File: src/rtl/data_collect_packer.sv
// Packs bytes arriving on a level-style data_ready into memory words.
// Writes NUM_WORDS words from BASE_ADDR upward, then raises finish.
module data_collect_packer #(
    parameter int BYTE_W         = 8,
    parameter int BYTES_PER_WORD = 2,
    parameter int ADDR_W         = 14,
    parameter int NUM_WORDS      = 16,
    parameter int BASE_ADDR      = 0
) (
    input  logic                               clk,
    input  logic                               rst,
    input  logic [BYTE_W-1:0]                  data_input,
    input  logic                               data_ready,
    input  logic                               restart,
    output logic                               MEM_write_enable,
    output logic [ADDR_W-1:0]                  MEM_write_addr,
    output logic [BYTE_W*BYTES_PER_WORD-1:0]   MEM_write_data,
    output logic                               finish,
    output logic                               overrun,
    output logic [ADDR_W:0]                    word_count
);

    localparam int WORD_W = BYTE_W * BYTES_PER_WORD;
    localparam int IDX_W  = (BYTES_PER_WORD > 1) ? $clog2(BYTES_PER_WORD) : 1;

    typedef enum logic {COLLECT, DONE} state_t;

    state_t              state_q;
    logic                dataReady_q;
    logic [IDX_W-1:0]    byteIdx_q;
    logic [WORD_W-1:0]   pack_q;
    logic [WORD_W-1:0]   pack_d;
    logic                writeEnable_q;
    logic [ADDR_W-1:0]   writeAddr_q;
    logic [ADDR_W-1:0]   writeAddr_d;
    logic [WORD_W-1:0]   writeData_q;
    logic                finish_q;
    logic                overrun_q;
    logic [ADDR_W:0]     wordCount_q;
    logic                byteEvt;
    logic                lastByte;

    // dataReady_q resets high so a level already asserted at reset release is ignored.
    assign byteEvt     = data_ready & ~dataReady_q;
    assign lastByte    = (byteIdx_q == IDX_W'(BYTES_PER_WORD - 1));
    assign writeAddr_d = ADDR_W'(BASE_ADDR) + wordCount_q[ADDR_W-1:0];

    always_comb begin
        pack_d = pack_q;
        for (int k = 0; k < BYTES_PER_WORD; k++) begin
            if (byteIdx_q == IDX_W'(k)) pack_d[k*BYTE_W +: BYTE_W] = data_input;
        end
    end

    always_ff @(posedge clk) begin
        if (rst) begin
            state_q       <= COLLECT;
            dataReady_q   <= 1'b1;
            byteIdx_q     <= '0;
            pack_q        <= '0;
            writeEnable_q <= 1'b0;
            writeAddr_q   <= ADDR_W'(BASE_ADDR);
            writeData_q   <= '0;
            finish_q      <= 1'b0;
            overrun_q     <= 1'b0;
            wordCount_q   <= '0;
        end else begin
            dataReady_q   <= data_ready;
            writeEnable_q <= 1'b0;
            // restart beats a simultaneous byte; an already-registered strobe still goes out.
            if (restart) begin
                state_q     <= COLLECT;
                byteIdx_q   <= '0;
                pack_q      <= '0;
                writeAddr_q <= ADDR_W'(BASE_ADDR);
                finish_q    <= 1'b0;
                overrun_q   <= 1'b0;
                wordCount_q <= '0;
            end else if (byteEvt) begin
                if (state_q == COLLECT) begin
                    if (lastByte) begin
                        writeEnable_q <= 1'b1;
                        writeData_q   <= pack_d;
                        writeAddr_q   <= writeAddr_d;
                        wordCount_q   <= wordCount_q + 1'b1;
                        byteIdx_q     <= '0;
                        pack_q        <= '0;
                        if (wordCount_q == (ADDR_W+1)'(NUM_WORDS - 1)) begin
                            finish_q <= 1'b1;
                            state_q  <= DONE;
                        end
                    end else begin
                        pack_q    <= pack_d;
                        byteIdx_q <= byteIdx_q + 1'b1;
                    end
                end else begin
                    overrun_q <= 1'b1;
                end
            end
        end
    end

    assign MEM_write_enable = writeEnable_q;
    assign MEM_write_addr   = writeAddr_q;
    assign MEM_write_data   = writeData_q;
    assign finish           = finish_q;
    assign overrun          = overrun_q;
    assign word_count       = wordCount_q;

endmodule

File: config.mk
export PLATFORM = sky130hd
export DESIGN_NAME = data_collect_packer
export DESIGN_NICKNAME = d
export VERILOG_FILES = /design/src/rtl/data_collect_packer.sv
export SDC_FILE = /design/constraint.sdc
export NUM_CORES = 1
export LEC_CHECK = 0
export CORE_MARGIN = 2
export CORE_UTILIZATION = 51
export DETAILED_ROUTE_END_ITERATION = 10
export PLACE_DENSITY = 0.93
export SETUP_SLACK_MARGIN = 0.15
export SLEW_MARGIN = 25
export SYNTH_ARGS = -nofsm -noshare
export SYNTH_HDL_FRONTEND = slang
export SYNTH_SLANG_ARGS = --single-unit
File: constraint.sdc
create_clock -name clk -period 4.5 [get_ports clk]
set_clock_uncertainty 0.05 [all_clocks]
set_input_delay 0.675 -clock clk [delete_from_list [all_inputs] [get_ports clk]]
set_output_delay 0.675 -clock clk [all_outputs]
set_load 0.05 [all_outputs]
==> flow_metrics.env, run 1 <==
export IMPL_outcome="completed"
export IMPL_holdWs_ns=0.402
export IMPL_critPathSlowestCell="or4_1"
export IMPL_rrSetupSlack_ns=2.08
export IMPL_port_buffers=59
export IMPL_synth_seq_cells=59
export IMPL_overflow=0
export IMPL_crit_arrival_ns=3.09
export IMPL_min_period_ns=2.89
export IMPL_grt_met3_usage_pct=4.33
export IMPL_gp_congestion=0.793
export IMPL_reg2regPathDepth=4
export IMPL_top_usage_layer="met2"
export IMPL_synth_cell_area_um2=2240
export IMPL_diodes=0
export IMPL_root_buffer="clkbuf_8"
export IMPL_grt_max_degree=41
export IMPL_crit_fanout=22
export IMPL_synth_top_family_by_area="simple AND/OR/NAND/NOR gates"
export IMPL_fillCellCount=336
export IMPL_critPathBufInv=1
export IMPL_hold_viol_final=0
export IMPL_wl_per_cell_um=13.9
export IMPL_drt_total_wl_um=5320
export IMPL_drc=0
export IMPL_clk_latency_ns=0.33
export IMPL_worst_pin_slew_ns=0.721
export IMPL_synthMuxAreaShare_pct=0
export IMPL_cp_cell_sequence="clkdlybuf4s50_1 > or3b_1 > or4_1 > or3_1 > a21oi_1"
export IMPL_std_cell_rows=24
export IMPL_synthXorXnorAreaFrac_pct=3.12
export IMPL_cp_end_kind="flop"
export IMPL_dr_pass1_iters=4
export IMPL_gr_usage_all_layers_pct=22.6
export IMPL_slew_headroom_pct=51.9
export IMPL_dpl_cell_area_um2=2850
export IMPL_coreArea_um2=4290
export IMPL_antenna_left=0
export IMPL_use_met2_pct=36.9
export IMPL_clock_path_buffers=2
export IMPL_hpwlAfterDp_um=3550
export IMPL_utilization_pct=70.5
export IMPL_syn_inst=274
export IMPL_via_count=2069
export IMPL_die_area_um2=4950
export IMPL_p_per_area_nw_per_um2=326
export IMPL_drv_cap=0
export IMPL_yosysUniqueCellTypes=31
export IMPL_pin_count=60
export IMPL_slowest_delay_ns=0.70
export IMPL_die_h_um=70.3
export IMPL_die_width_um=70.3
export IMPL_drive_above_1_share_pct=5.76
export IMPL_whs_endpoint="MEM_write_data[7]"
export IMPL_p_leak_nw=0.955
export IMPL_h_tree_depth=3
export IMPL_ctsHoldBuffers=0
export IMPL_cts_tree="done"
export IMPL_antenna_found_initial=0
export IMPL_r2r_start="state_q"
export IMPL_synthSimpleGateAreaFrac_pct=27.2
export IMPL_syn_nets=287
export IMPL_clkSinkCount=59
export IMPL_ys_warn_count=0
export IMPL_avgViaCountPerCell=5.42
export IMPL_final_period_utilization_pct=64.3
export IMPL_holdPathStages=2
export IMPL_avgSynthCellArea_um2=8.19
export IMPL_cts_made_buffers=9
export IMPL_fin_setup_tns_ns=0
export IMPL_grt_pass1_wl_um=8880
export IMPL_syn_to_final_growth_pct=35.0
export IMPL_clk_pin_slew_ns=0.06
export IMPL_peakVddDrop_uv=224
export IMPL_finalMaxSlewViolations=0
export IMPL_rsz0062_at_grt="false"
export IMPL_path_delay_family="simple AND/OR/NAND/NOR gates"
export IMPL_start_kind="input pin"
export IMPL_setup_violations=0
export IMPL_grt_pass1_vias=1935
export IMPL_critPathKind="input pin to flop"
export IMPL_finalInstanceArea_um2=3030
export IMPL_cts_setup_buffers=0
export IMPL_start_util_pct=52.2
export IMPL_fmaxAchievable_ghz=0.346
export IMPL_drt_iter0_drc=139
export IMPL_met1_usage_pct=27.6
export IMPL_min_delay_start="MEM_write_data[7]"
export IMPL_reg2reg_to="word_count[13]"
export IMPL_hold_class="flop to flop"
export IMPL_nets=339
export IMPL_synthAdderAreaFrac_pct=0.558
export IMPL_crit_required_ns=4.70
export IMPL_cts_resized=0
export IMPL_synth_seq_area_share_pct=52.6
export IMPL_synth_compound_area_share_pct=12.9
==> where the power goes <==
part | switching, mW | internal [mW] | total, mW | leakage, nW
logic | 0.0169 | 0.0142 | 0.0311 | 0.384
registers | 0.00205 | 0.524 | 0.526 | 0.476
clock network | 0.190 | 0.240 | 0.430 | 0.0953
total | 0.208 | 0.778 | 0.987 | 0.955
==> kinds of logic after synthesis <==
| logic type | Yosys count |
|---|---|
| xor+xnor | 8 |
| simple gates | 129 |
| fa+ha+maj | 1 |
| buf+inv | 21 |
| compound gates | 56 |
| flops | 59 |
==> cell usage after synthesis <==
library cell,number,share of area [%]
nand2_1,66,11
dfxtp_1,59,53
a21oi_1,46,10
nor2_1,22,3.7
clkbuf_1,17,2.8
nor3b_1,8,2.7
or3_1,7,2.0
o21ai_0,6,1.3
xnor2_1,5,2.0
nand3_1,4,0.89
nand4_1,4,1.1
nor4_1,4,1.1
xor2_1,3,1.2
inv_1,2,0.33
nor3_1,2,0.45
o31ai_1,2,0.67
or2_2,2,0.56
or4_1,2,0.67
a31oi_1,1,0.28
and2_1,1,0.28
and4_1,1,0.39
and4b_1,1,0.45
buf_2,1,0.22
clkbuf_2,1,0.22
ha_1,1,0.56
nand2b_1,1,0.28
nor2b_1,1,0.28
nor4bb_1,1,0.45
o211ai_1,1,0.33
or3b_1,1,0.39
or4bb_1,1,0.50
==> sequential cells by signal (all words and copies together), names as in the netlist <==
register,count
MEM_write_data,16
dataReady_q,1
byteIdx_q,1
word_count,15
finish,1
MEM_write_enable,1
state_q,1
MEM_write_addr,14
pack_q,8
overrun,1
==> tightest hold or removal path, stage by stage (launching register included) <==
cell     delay [ns]
dfxtp_1        0.31
nand2_1        0.05
a21oi_1        0.05
==> cell usage in the layout, fill, tap and decap left out, drive strengths merged, types with 2 or more instances in the layout <==
cell	netlist	routed
dfxtp	59	59
o21ai	6	6
nand4	4	4
xnor2	5	5
xor2	3	3
nor4	4	4
or3	7	7
clkbuf	18	13
a21oi	46	46
clkinv	0	2
or4	2	2
nor2	22	22
clkdlybuf4s50	0	59
nand2	66	66
inv	2	2
nand3	4	4
o31ai	2	2
nor3b	8	8
nor3	2	2
or2	2	2
==> metal layers <==
metal | routed length (µm) | part of all wire [%]
met4 | 116 | 2.2
met2 | 2650 | 50
met5 | 0 | 0
met3 | 292 | 5.5
met1 | 2260 | 43
==> stage by stage <==
step	instances	setup slack (ns)	power (mW)
after global placement	367	1.27	0.568
after global routing	382	1.50	1.02
final	382	1.61	0.987
after CTS	382	1.52	0.993
after floorplan	274	2.27	0.554
after detailed placement	367	1.21	0.568
==> how the worst max path moves through the flow <==
stage	startpoint	endpoint	slack, ns	depth (start not counted)
3_3_place_gp	data_ready	MEM_write_data[13]	1.27	5
5_1_grt	data_ready	word_count[9]	1.50	5
2_1_floorplan	data_ready	word_count[13]	2.27	5
4_1_cts	data_ready	MEM_write_data[13]	1.52	5
6_report	data_ready	word_count[13]	1.61	5
3_5_place_dp	data_ready	MEM_write_data[5]	1.21	5
==> layout make-up <==
type	instances	area (µm²)	share of cell area, %
flip-flops and latches	59	1180	39.0
multi-input cells	194	998	33.0
repair buffers	60	598	19.7
clock buffers	13	169	5.58
well taps	52	65.1	2.15
clock inverters	2	10.0	0.330
inverters	2	7.51	0.248
Note: power is estimated with default switching activity, not from simulation.
==> inputs of run 2 (changes only) <==
- CORE_UTILIZATION: 51 -> 47
- PLACE_DENSITY: 0.93 -> 0.87
- clock period: 4.5 -> 2.91 ns (I/O delays scaled with it)
==> run 2 against run 1 <==
Against the previous run: power increased by 53%; worst setup slack got worse by 1.1 ns; sequential share of layout area decreased by 0.27 points; die area increased by 8.0%; worst hold slack about the same; clock power increased by 50%; register-to-register slack got worse by 1.4 ns; first-iteration DRC count decreased by 27%; via count decreased by 0.72%; critical path type unchanged; highest routed layer unchanged.
==> flow_metrics.env, run 2 (synthesized netlist as in run 1, its figures left out) <==
export IMPL_outcome="completed"
export IMPL_grt_pass1_wl_um=8190
export IMPL_p_per_area_nw_per_um2=494
export IMPL_clk_latency_ns=0.33
export IMPL_cp_cell_sequence="clkdlybuf4s50_1 > or3b_1 > or4_1 > or3_1 > a21oi_1"
export IMPL_slew_headroom_pct=49.7
export IMPL_root_buffer="clkbuf_8"
export IMPL_fin_setup_tns_ns=0
export IMPL_final_period_utilization_pct=83.3
export IMPL_hold_class="flop to flop"
export IMPL_setup_violations=0
export IMPL_drc=0
export IMPL_clk_pin_slew_ns=0.07
export IMPL_diodes=0
export IMPL_largest_register_ff_count=16
export IMPL_worst_pin_slew_ns=0.754
export IMPL_antenna_found_initial=0
export IMPL_r2r_start="state_q"
export IMPL_syn_to_final_growth_pct=36.0
export IMPL_finalMaxSlewViolations=0
export IMPL_path_delay_family="simple AND/OR/NAND/NOR gates"
export IMPL_coreArea_um2=4660
export IMPL_hold_viol_final=0
export IMPL_final_cell_mix="nand2_1 (66), dfxtp_1 (59), clkdlybuf4s50_1 (59)"
export IMPL_start_kind="input pin"
export IMPL_p_leak_nw=0.971
export IMPL_h_tree_depth=3
export IMPL_cts_made_buffers=9
export IMPL_clock_path_buffers=2
export IMPL_hpwlAfterDp_um=3570
export IMPL_cts_resized=0
export IMPL_drt_total_wl_um=5350
export IMPL_crit_required_ns=3.12
export IMPL_gr_usage_all_layers_pct=19.9
export IMPL_cts_tree="done"
export IMPL_nets=343
export IMPL_slowest_delay_ns=0.64
export IMPL_crit_arrival_ns=2.63
export IMPL_gp_congestion=0.768
export IMPL_wl_per_cell_um=13.7
export IMPL_rsz0062_at_grt="false"
export IMPL_die_width_um=73.1
export IMPL_crit_fanout=8
export IMPL_port_buffers=59
export IMPL_startpoint="data_ready"
export IMPL_critPathSlowestCell="or4_1"
export IMPL_start_util_pct=48.1
export IMPL_std_cell_rows=25
export IMPL_antenna_left=0
export IMPL_drv_cap=0
export IMPL_via_count=2054
export IMPL_clkSinkCount=59
export IMPL_critPathKind="input pin to flop"
export IMPL_pin_count=60
export IMPL_die_h_um=73.1
export IMPL_cp_end_kind="flop"
export IMPL_min_delay_start="MEM_write_addr[2]"
export IMPL_fin_cells=389
export IMPL_dr_pass1_iters=4
export IMPL_final_common_cell="nand2_1"
export IMPL_ctsHoldBuffers=0
export IMPL_die_area_um2=5340
export IMPL_overflow=0
export IMPL_cts_setup_buffers=0
export IMPL_critPathBufInv=1
export IMPL_drive_above_1_share_pct=6.87
export IMPL_dp_cells=373
export IMPL_grt_pass1_vias=1807
export IMPL_grt_max_degree=41
export IMPL_drt_iter0_drc=101
export IMPL_avgViaCountPerCell=5.28
export IMPL_fmaxAchievable_ghz=0.412
export IMPL_peakVddDrop_uv=353
export IMPL_min_period_ns=2.42
-- run 2: through the flow --
stage / setup WS, ns / instance area, µm² / hold slack, ns / utilization, % / power, mW
after floorplan: 0.756 / 2240 / 0.382 / - / 0.856
after global placement: 0.301 / 2880 / 0.389 / 61.8 / 0.881
after detailed placement: 0.234 / 2880 / 0.397 / 61.8 / 0.881
after CTS: 0.508 / 3050 / 0.406 / 65.4 / 1.51
after global routing: 0.458 / 3050 / 0.425 / 65.4 / 1.55
final: 0.485 / 3050 / 0.402 / 65.4 / 1.51
-- run 2: report_power, final --
| part | total, mW | switching (mW) | leakage [nW] | internal, mW |
|---|---|---|---|---|
| logic | 0.0496 | 0.0261 | 0.403 | 0.0235 |
| clock network | 0.644 | 0.317 | 0.0928 | 0.327 |
| registers | 0.813 | 0.00310 | 0.476 | 0.810 |
| total | 1.51 | 0.346 | 0.971 | 1.16 |
-- run 2: final timing paths --
path | to | slack, ns | cells after the start
max | word_count[13] | 0.49 | 5
max reg2reg | word_count[13] | 0.72 | 4
min | MEM_write_addr[2] | 0.40 | 2
min reg2reg | MEM_write_addr[2] | 0.40 | 2
-- run 2: cell type report --
class | count | area, µm²
fill | 389 | 1610
sequential | 59 | 1180
multi-input combinational | 194 | 996
timing repair buffer | 64 | 628
clock buffer | 11 | 141
tap | 54 | 67.6
clock inverter | 5 | 28.8
inverter | 2 | 7.51
-- run 2: metal layers --
layer / global-route usage (%) / vias to the layer above / share of wire [%]
met5: 0 / - / 0
met4: 11.5 / 0 / 2.4
met3: 3.87 / 12 / 3.3
met2: 31.8 / 48 / 49
met1: 24.9 / 953 / 45
li1: - / 1041 / -
-- run 2: worst min-delay path: cells and delay by family (launching register included) --
family          cells  cell delay (ns)
simple gates        1             0.05
compound gates      1             0.05
flops               1             0.31
